## src/rtl/neuro_op_sequencer_pkg.sv

```systemverilog
// Shared definitions for the op sequencer: state encoding, control-register
// addresses seen by the register file, and default bus widths.
package neuro_op_sequencer_pkg;

   localparam int DEF_ADDR_W = 16;
   localparam int DEF_DATA_W = 16;

   // Control-register window; host writes here are blocked while critical=1
   localparam logic [15:0] REG_ADDR_BEGIN   = 16'h8000;
   localparam logic [15:0] REG_ADDR_OFFSET  = 16'h8001;
   localparam logic [15:0] REG_ADDR_DEST    = 16'h8002;
   localparam logic [15:0] REG_ADDR_NUMOPS  = 16'h8003;
   localparam logic [15:0] REG_ADDR_REVERSE = 16'h8004;

   typedef enum logic [2:0] {
      ST_IDLE,
      ST_START,
      ST_READ,
      ST_WAIT,
      ST_WRITE,
      ST_DONE
   } seq_state_t;

endpackage

```

## src/rtl/neuro_seq_addr_gen.sv

```systemverilog
// Combinational source/destination address for op index idx; all arithmetic
// wraps modulo 2^ADDR_W.
module neuro_seq_addr_gen
   import neuro_op_sequencer_pkg::*;
#(
   parameter int ADDR_W = DEF_ADDR_W
) (
   input  logic [ADDR_W-1:0] i_off_base,
   input  logic [ADDR_W-1:0] i_dest_base,
   input  logic [15:0]       i_idx,
   input  logic [15:0]       i_num_ops,
   input  logic              i_reverse,
   output logic [ADDR_W-1:0] o_src_addr,
   output logic [ADDR_W-1:0] o_dst_addr
);
   logic [ADDR_W-1:0] w_idx;
   logic [ADDR_W-1:0] w_num;
   logic [ADDR_W-1:0] w_rev_addr;
   logic [ADDR_W-1:0] w_fwd_addr;

   assign w_idx      = ADDR_W'(i_idx);
   assign w_num      = ADDR_W'(i_num_ops);
   assign w_fwd_addr = i_dest_base + w_idx;
   assign w_rev_addr = i_dest_base + w_num - ADDR_W'(1) - w_idx;

   assign o_src_addr = i_off_base + w_idx;
   assign o_dst_addr = i_reverse ? w_rev_addr : w_fwd_addr;

endmodule

```

## src/rtl/neuro_op_sequencer.sv

```systemverilog
// Copies numOps cache words from a shadowed source base to a shadowed
// destination base (forward or reversed) over the shared cache port.
module neuro_op_sequencer
   import neuro_op_sequencer_pkg::*;
#(
   parameter int ADDR_W   = DEF_ADDR_W,
   parameter int DATA_W   = DEF_DATA_W,
   parameter int READ_LAT = 1
) (
   input  logic              clk,
   input  logic              rst_n,
   input  logic              fsmBeginOp,
   input  logic [ADDR_W-1:0] offsetReg,
   input  logic [ADDR_W-1:0] destReg,
   input  logic [15:0]       numOpsReg,
   input  logic              writeReverse,
   output logic              fsmReadyForNextOp,
   output logic              critical,
   output logic [ADDR_W-1:0] seqAddr,
   output logic              seqWE,
   output logic [DATA_W-1:0] seqDataOut,
   input  logic [DATA_W-1:0] seqDataIn,
   output logic [15:0]       opCount
);
   localparam logic [1:0] WAIT_LOAD = 2'(READ_LAT - 1);

   seq_state_t        r_state;
   seq_state_t        w_state_next;
   logic [ADDR_W-1:0] r_off;
   logic [ADDR_W-1:0] r_dest;
   logic [15:0]       r_num;
   logic              r_rev;
   logic [15:0]       r_idx;
   logic [15:0]       r_op_count;
   logic [1:0]        r_wait_cnt;
   logic [DATA_W-1:0] r_data;
   logic              r_ready;
   logic [ADDR_W-1:0] w_src_addr;
   logic [ADDR_W-1:0] w_dst_addr;
   logic              w_last_op;
   logic              w_wait_done;

   neuro_seq_addr_gen #(
      .ADDR_W (ADDR_W)
   ) u_addr_gen (
      .i_off_base  (r_off),
      .i_dest_base (r_dest),
      .i_idx       (r_idx),
      .i_num_ops   (r_num),
      .i_reverse   (r_rev),
      .o_src_addr  (w_src_addr),
      .o_dst_addr  (w_dst_addr)
   );

   assign w_last_op   = (r_idx == r_num - 16'd1);
   assign w_wait_done = (r_wait_cnt == 2'd0);

   always_comb begin
      w_state_next = r_state;
      seqAddr      = '0;
      seqWE        = 1'b0;
      critical     = 1'b0;
      case (r_state)
         ST_IDLE: begin
            if (fsmBeginOp) w_state_next = ST_START;
         end
         ST_START: begin
            critical     = 1'b1;
            w_state_next = (r_num == 16'd0) ? ST_DONE : ST_READ;
         end
         ST_READ: begin
            critical     = 1'b1;
            seqAddr      = w_src_addr;
            w_state_next = ST_WAIT;
         end
         ST_WAIT: begin
            critical = 1'b1;
            seqAddr  = w_src_addr;
            if (w_wait_done) w_state_next = ST_WRITE;
         end
         ST_WRITE: begin
            critical     = 1'b1;
            seqAddr      = w_dst_addr;
            seqWE        = 1'b1;
            w_state_next = w_last_op ? ST_DONE : ST_READ;
         end
         ST_DONE: begin
            w_state_next = ST_IDLE;
         end
         default: w_state_next = ST_IDLE;
      endcase
   end

   // Ready rises one cycle after IDLE is re-entered, and only if no new run
   // is being accepted on that cycle.
   always_ff @(posedge clk) begin
      if (!rst_n) begin
         r_state    <= ST_IDLE;
         r_ready    <= 1'b1;
         r_off      <= '0;
         r_dest     <= '0;
         r_num      <= '0;
         r_rev      <= 1'b0;
         r_idx      <= '0;
         r_op_count <= '0;
         r_wait_cnt <= '0;
         r_data     <= '0;
      end else begin
         r_state <= w_state_next;
         r_ready <= (r_state == ST_IDLE) && (w_state_next == ST_IDLE);
         case (r_state)
            ST_IDLE: begin
               if (fsmBeginOp) begin
                  r_off      <= offsetReg;
                  r_dest     <= destReg;
                  r_num      <= numOpsReg;
                  r_rev      <= writeReverse;
                  r_idx      <= '0;
                  r_op_count <= '0;
               end
            end
            ST_READ: begin
               r_wait_cnt <= WAIT_LOAD;
            end
            ST_WAIT: begin
               if (w_wait_done) r_data <= seqDataIn;
               else             r_wait_cnt <= r_wait_cnt - 2'd1;
            end
            ST_WRITE: begin
               r_op_count <= r_op_count + 16'd1;
               r_idx      <= r_idx + 16'd1;
            end
            default: ;
         endcase
      end
   end

   assign fsmReadyForNextOp = r_ready;
   assign seqDataOut        = r_data;
   assign opCount           = r_op_count;

endmodule
```

## config.mk

```make
export PLATFORM = sky130hd
export DESIGN_NAME = neuro_op_sequencer
export DESIGN_NICKNAME = d
export VERILOG_FILES = /design/src/rtl/neuro_op_sequencer_pkg.sv /design/src/rtl/neuro_seq_addr_gen.sv /design/src/rtl/neuro_op_sequencer.sv
export SDC_FILE = /design/constraint.sdc
export NUM_CORES = 1
export LEC_CHECK = 0
export BUFFER_PORTS_ARGS = -buffer_cell sky130_fd_sc_hd__buf_2
export CAP_MARGIN = 20
export CELL_PAD_IN_SITES_DETAIL_PLACEMENT = 0
export CELL_PAD_IN_SITES_GLOBAL_PLACEMENT = 1
export CORE_UTILIZATION = 43
export DETAILED_ROUTE_END_ITERATION = 12
export GPL_TIMING_DRIVEN = 1
export MAX_ROUTING_LAYER = met4
export PLACE_DENSITY_LB_ADDON = 0.15
export SKIP_LAST_GASP = 1
export SLEW_MARGIN = 20
export SYNTH_ARGS = -nofsm -noshare
export SYNTH_HDL_FRONTEND = slang
export SYNTH_HIERARCHICAL = 1
export SYNTH_SLANG_ARGS = --single-unit
```

## constraint.sdc

```tcl
create_clock -name clk -period 4.49 [get_ports clk]
set_input_delay 0.898 -clock clk [delete_from_list [all_inputs] [get_ports clk]]
set_output_delay 0.898 -clock clk [all_outputs]
set_load 0.01 [all_outputs]
```

After elaboration in Yosys (flattened, before gate mapping) --
Cells that the tools add are included.
Cells by class: add/subtract/negate cells 9, equal/unequal tests 7, muxes and demuxes 14, reduce and logical (&&, ||, !) cells 13
Operators by type and width (number):
- one-hot mux 16 bit (2 select lines) | 3
- adder 16 bit | 3
- adder 16 x 1 -> 16 bit, second input constant | 2
- two-way mux 16 bit | 2
- subtractor 16 x 1 -> 16 bit, second input constant | 2
- equality test 16 bit | 1
- zero test 16 bit | 1
- subtractor 16 bit | 1
- one-hot mux 3 bit (5 select lines) | 1
- two-way mux 3 bit | 4
- AND reduction 2 bit | 4
- equality test 3 x 2 -> 1 bit, second input constant | 2
- zero test 3 bit | 2
- != test 2 bit, second input constant | 2
- one-hot mux 2 bit (2 select lines) | 1
- nonzero test 2 bit | 2
- OR reduction 4 bit | 1
- equality test 3 x 1 -> 1 bit, second input constant | 1
- equality test 3 bit, second input constant | 1
- zero test 2 bit | 1
- two-way mux 1 bit | 2
- two-way mux 2 bit | 1
- OR reduction 2 bit | 1
- subtractor 2 x 1 -> 2 bit, second input constant | 1
- logical AND 1 bit | 1
Word-level totals: bits in registers 103, bits of input ports 68, output and inout bits 51, logic and storage cells 53

Logic depth before layout (Yosys ltp) --
depth after elaboration 6, depth in mapped cells 14, gate-level depth less buffers 14

Hierarchy --
The synthesis kept the hierarchy.
By module, submodules not included:
- neuro_op_sequencer | times used 1, cells an instance 622, area each 5077.4 um^2, sequential area each 2062.0 um^2
- neuro_seq_addr_gen | times used 1, cells an instance 408, area each 2917.8 um^2, sequential area each 0.0 um^2

Least setup slack after synthesis --
OpenSTA, ideal clock, no wires.
kind register to output, start point reg r_dest[1], end point out seqAddr[15], arrival time 3000 ps, slack 592 ps, stages on the path, launching flop included 15, path buffers 0, cell sequence dfxtp_1 > inv_1 > fa_1 > inv_1 > ha_1 > inv_1 > fa_1 > nand2b_1 > a21oi_1 > o21ai_1 > o21ai_0 > mux2_2 > o211ai_1 > xnor2_1 > a22o_1
On the way: longest elaborated chain between the ends 5
RTL lines:
- start, declared | line neuro_op_sequencer.sv:30 | logic [ADDR_W-1:0] r_dest;
- start signal, assigned | line neuro_op_sequencer.sv:115 | r_dest <= destReg;
- adder 16 bit | line neuro_seq_addr_gen.sv:24 | assign w_rev_addr = i_dest_base + w_num - ADDR_W'(1) - w_idx;
- subtractor 16 x 1 -> 16 bit | line neuro_seq_addr_gen.sv:24
- subtractor 16 bit | line neuro_seq_addr_gen.sv:24
- two-way mux 16 bit * | line neuro_seq_addr_gen.sv:27 | assign o_dst_addr = i_reverse ? w_rev_addr : w_fwd_addr;
- named net w_dst_addr[15] | line neuro_op_sequencer.sv:39 | logic [ADDR_W-1:0] w_dst_addr;
- one-hot mux 16 bit (2 select lines) * | line neuro_op_sequencer.sv:63 | case (r_state)
- end, declared | line neuro_op_sequencer.sv:19 | output logic [ADDR_W-1:0] seqAddr,
Mark *: on every way through the listed nets, which the timed path passes. The rest lies on a longest branch.

Worst setup path in the final report --
start point reg r_dest[6], end point out seqAddr[15]
The elaborated chain is that of the path after synthesis.

==> run summary <==
* TritonCTS clock tree: built
* number of setup violations in the final report: 0
* # hold bufs at CTS: 0
* RD Place Congestion: 0.8781
* total track usage: 24.39%
* required time of the worst setup path: 3590 ps
* worst hold margin: 450.5 ps
* CP Cell Sequence: inv_1 > fa_1 > inv_1 > ha_1 > o21a_1 > or4_1 > o21ai_2 > o21ai_2 > mux2_2 > o211ai_1 > xnor2_1 > a22o_1 > buf_2
* leak pwr: 4.156 nW
* sum of internal, switching and leakage power: 3.860 mW
* number of DRC violations after detailed routing: 6
* Port Buf Inserts: 118
* final clock skew: 8.200 ps
* via count: 7,252
* Horiz. Die Dim: 138.4 um
* clock net sink count: 103
* Antenna Diode Count: 0
* setup total negative slack: 0 ps
* slew margin rel.: 34.45%
* power density of the placed cells: 418.1 nW/um^2
* minimum clock period: 4342 ps
* number of levels in the clock H-tree: 3
* area of the die: 19,140 um^2
* maximum root-to-sink buffer count: 2
* Antenna Violating Nets Remaining: 0
* GRT met3 Usage: 3.672%
* EDFF count, synth: 0
* violations in the final reports: DRC
* Period Utilization, post-route: 96.69%
* die height: 138.4 um
* first-pass GRT wire length: 36.00 mm
* Worst setup SP type: register
* cell area after technology mapping: 7995 um^2
* wire length after detailed routing: 22.38 mm
* global-route met1 utilization: 32.37%
* worst skew pair latency: 360 ps
* iteration count of the initial detailed-routing pass: 9
* final cell area excluding filler cells: 9231 um^2
* final net count: 1,289
* CTS root buffer: sky130_fd_sc_hd__clkbuf_16
* layout cell share with drive strength beyond 1: 17.12%
* vias in the first global route: 6,903
* Area Growth Syn to Fin: 15.46%
* cell with the largest stage delay on the worst path: sky130_fd_sc_hd__fa_1
* max-cap violations: 0
* initial drt markers: 378
* Worst-Margin Slew: 979.8 ps
* Primary FF master, synth: sky130_fd_sc_hd__dfxtp_1
* Floorplan Core Area: 18,090 um^2
* count of cell types in the netlist: 76
* type of element capturing the critical path: output port
* data arrival time of the critical path: 3440 ps
* Mapped Avg Cell Area: 7.762 um^2
* max-slew violations: 0
* DP Wirelength: 17.15 mm
* share of flip-flops with an asynchronous set or reset after synthesis: 0%
* average wire per standard cell: 16.29 um
* cell count after synthesis: 1,030
* synthesized netlist net count: 1,179
* final hold violation count: 0
* category of the critical setup timing path: register to output port
* Largest delay share family, worst path: adder cells
* proportion of synthesized chip area in sequential cells: 25.79%
* DP Area: 8881 um^2
* largest net degree at the start of global routing: 48
* register clock-pin slew on the reported worst setup and hold paths: 80 ps
* Max Clk Rate: 230.3 MHz
* result of the run: finished with violations
* initial antenna violation count: 0
* total grt overflow: 0
* Vias/cell: 5.278
* met2 Track Usage GR: 39.09%
* setup repair after global routing missed its margin: yes
* Post-Route Utilization: 51.04%
* number of cell rows: 49
* starting density of the core: 44.21%
* warnings from Yosys: 6
* worst stage delay on the critical path: 530 ps
* worst min-delay path class: register to register
* maximum fanout encountered on the critical timing path: 4
* #FFs+latches synth: 103
* maximum vdd drop: 0.0002159 V
* most congested layer reported by global routing: met2
* IO Pins: 119
* number of buffers and inverters on the critical path: 3
* Fillers: 1,803
* total clock buffers created by CTS: 9
## worst reg2reg max path: stages, from the launching register on
cell and delay (ps):
sky130_fd_sc_hd__dfxtp_1 410, sky130_fd_sc_hd__nor2_1 180, sky130_fd_sc_hd__nand2_1 400, sky130_fd_sc_hd__inv_2 610
sky130_fd_sc_hd__nand4_1 350, sky130_fd_sc_hd__nor4_1 670, sky130_fd_sc_hd__mux2i_1 250, sky130_fd_sc_hd__and2_1 130
## cells in the mapped netlist (3+ instances only)
cell type | number | area (um^2)
sky130_fd_sc_hd__ha_1 | 63 | 788.3
sky130_fd_sc_hd__and3_1 | 13 | 81.33
sky130_fd_sc_hd__nand2b_1 | 14 | 87.58
sky130_fd_sc_hd__a211oi_1 | 4 | 30.03
sky130_fd_sc_hd__and2_1 | 22 | 137.6
sky130_fd_sc_hd__dfxtp_1 | 103 | 2062
sky130_fd_sc_hd__nor3_1 | 12 | 60.06
sky130_fd_sc_hd__xor2_1 | 25 | 219.0
sky130_fd_sc_hd__nor4_1 | 5 | 31.28
sky130_fd_sc_hd__nand2_1 | 183 | 686.9
sky130_fd_sc_hd__o31ai_1 | 4 | 30.03
sky130_fd_sc_hd__o21a_1 | 6 | 45.04
sky130_fd_sc_hd__o21bai_1 | 7 | 52.55
sky130_fd_sc_hd__nor2_1 | 43 | 161.4
sky130_fd_sc_hd__nor3b_1 | 3 | 22.52
sky130_fd_sc_hd__or3_1 | 12 | 75.07
sky130_fd_sc_hd__a21o_1 | 8 | 60.06
sky130_fd_sc_hd__a31oi_1 | 3 | 18.77
sky130_fd_sc_hd__mux2i_1 | 7 | 70.07
sky130_fd_sc_hd__nand3b_1 | 5 | 37.54
sky130_fd_sc_hd__fa_1 | 18 | 360.4
sky130_fd_sc_hd__inv_1 | 95 | 356.6
sky130_fd_sc_hd__a21boi_0 | 54 | 405.4
sky130_fd_sc_hd__o21ai_1 | 3 | 15.01
sky130_fd_sc_hd__xnor2_1 | 33 | 289.0
sky130_fd_sc_hd__a21oi_1 | 41 | 205.2
sky130_fd_sc_hd__nand4b_1 | 4 | 35.03
sky130_fd_sc_hd__a22o_1 | 16 | 140.1
sky130_fd_sc_hd__a21boi_1 | 22 | 165.2
sky130_fd_sc_hd__o21ai_0 | 41 | 205.2
sky130_fd_sc_hd__nand4_1 | 12 | 75.07
sky130_fd_sc_hd__nand3_1 | 31 | 155.2
sky130_fd_sc_hd__clkbuf_1 | 40 | 150.1
sky130_fd_sc_hd__nor2b_1 | 12 | 75.07
sky130_fd_sc_hd__o211ai_1 | 13 | 97.59
## state kept, by name, indices dropped and copies added (netlist names)
name and cells:
fsmReadyForNextOp 1, seqDataOut 16, r_wait_cnt 2, r_idx 16, r_off 16, r_state 3, r_num 16, r_dest 16
r_rev 1, opCount 16
## report_power, final
group	switching [mW]	internal, mW
sequential	0.106	1.02
clock	0.411	0.393
combinational	1.16	0.776
total	1.67	2.19
## layout by cell type, fill, tap and decap left out, drive strengths merged, types with 10 or more instances in the layout
master	count
or3	12
and3	13
a21oi	42
nor2	43
nand2b	14
xnor2	33
dfxtp	103
a21boi	76
ha	63
o21ai	45
nand3	31
inv	99
o211ai	13
nor2b	12
nand4	12
nand2	183
nor3	12
fa	18
xor2	25
a22o	16
and2	22
a21o	10
clkbuf	10
buf	146
## routing by layer
layer | up-vias | wire [um]
met2 | 158 | 10260
met5 | - | 0
li1 | 3722 | -
met3 | 20 | 755
met4 | 0 | 334
met1 | 3352 | 11030
## timing repair
item / 4_1_cts / 5_1_grt
gates resized for setup: 6 / 16
pin swaps: 2 / 2
setup buffers: 0 / 1
setup endpoints to repair: 1 / 7
hold endpoints to repair: 0 / 0
## stage by stage
stage	instances	worst slack, ps
finish	1374	148.5
global route	1374	-28.81
CTS	1373	10.14
detailed placement	1357	182.6
global placement	1357	235.2
floorplan	1030	592.1
## worst paths after layout
check	start	endpoint	slack, ps	depth (start not counted)
setup reg to reg	r_state[0]	r_idx[15]	1440	7
setup / recovery	r_dest[6]	seqAddr[15]	150	13
hold reg to reg	seqDataOut[9]	seqDataOut[9]	450	2
hold / removal	seqDataOut[9]	seqDataOut[9]	450	2
## area by class of cell
cell class | count | area [um^2] | share of cell area, %
multi-input cells | 783 | 5419 | 58.70
flip-flops and latches | 103 | 2069 | 22.42
repair buffers | 146 | 800.8 | 8.674
inverters | 97 | 364.1 | 3.944
well taps | 229 | 286.5 | 3.104
clock buffers | 10 | 229.0 | 2.480
clock inverters | 6 | 62.56 | 0.6777
## cells by family after synthesis
| group | Yosys count | synth area share, % |
|---|---|---|
| buf+inv | 144 | 7.026 |
| fa+ha+maj | 81 | 14.37 |
| compound gates | 250 | 21.83 |
| xor+xnor | 58 | 6.354 |
| simple gates | 386 | 23.61 |
| flops | 103 | 25.79 |
| mux | 8 | 1.017 |
Power figures use the tool's default switching activity.
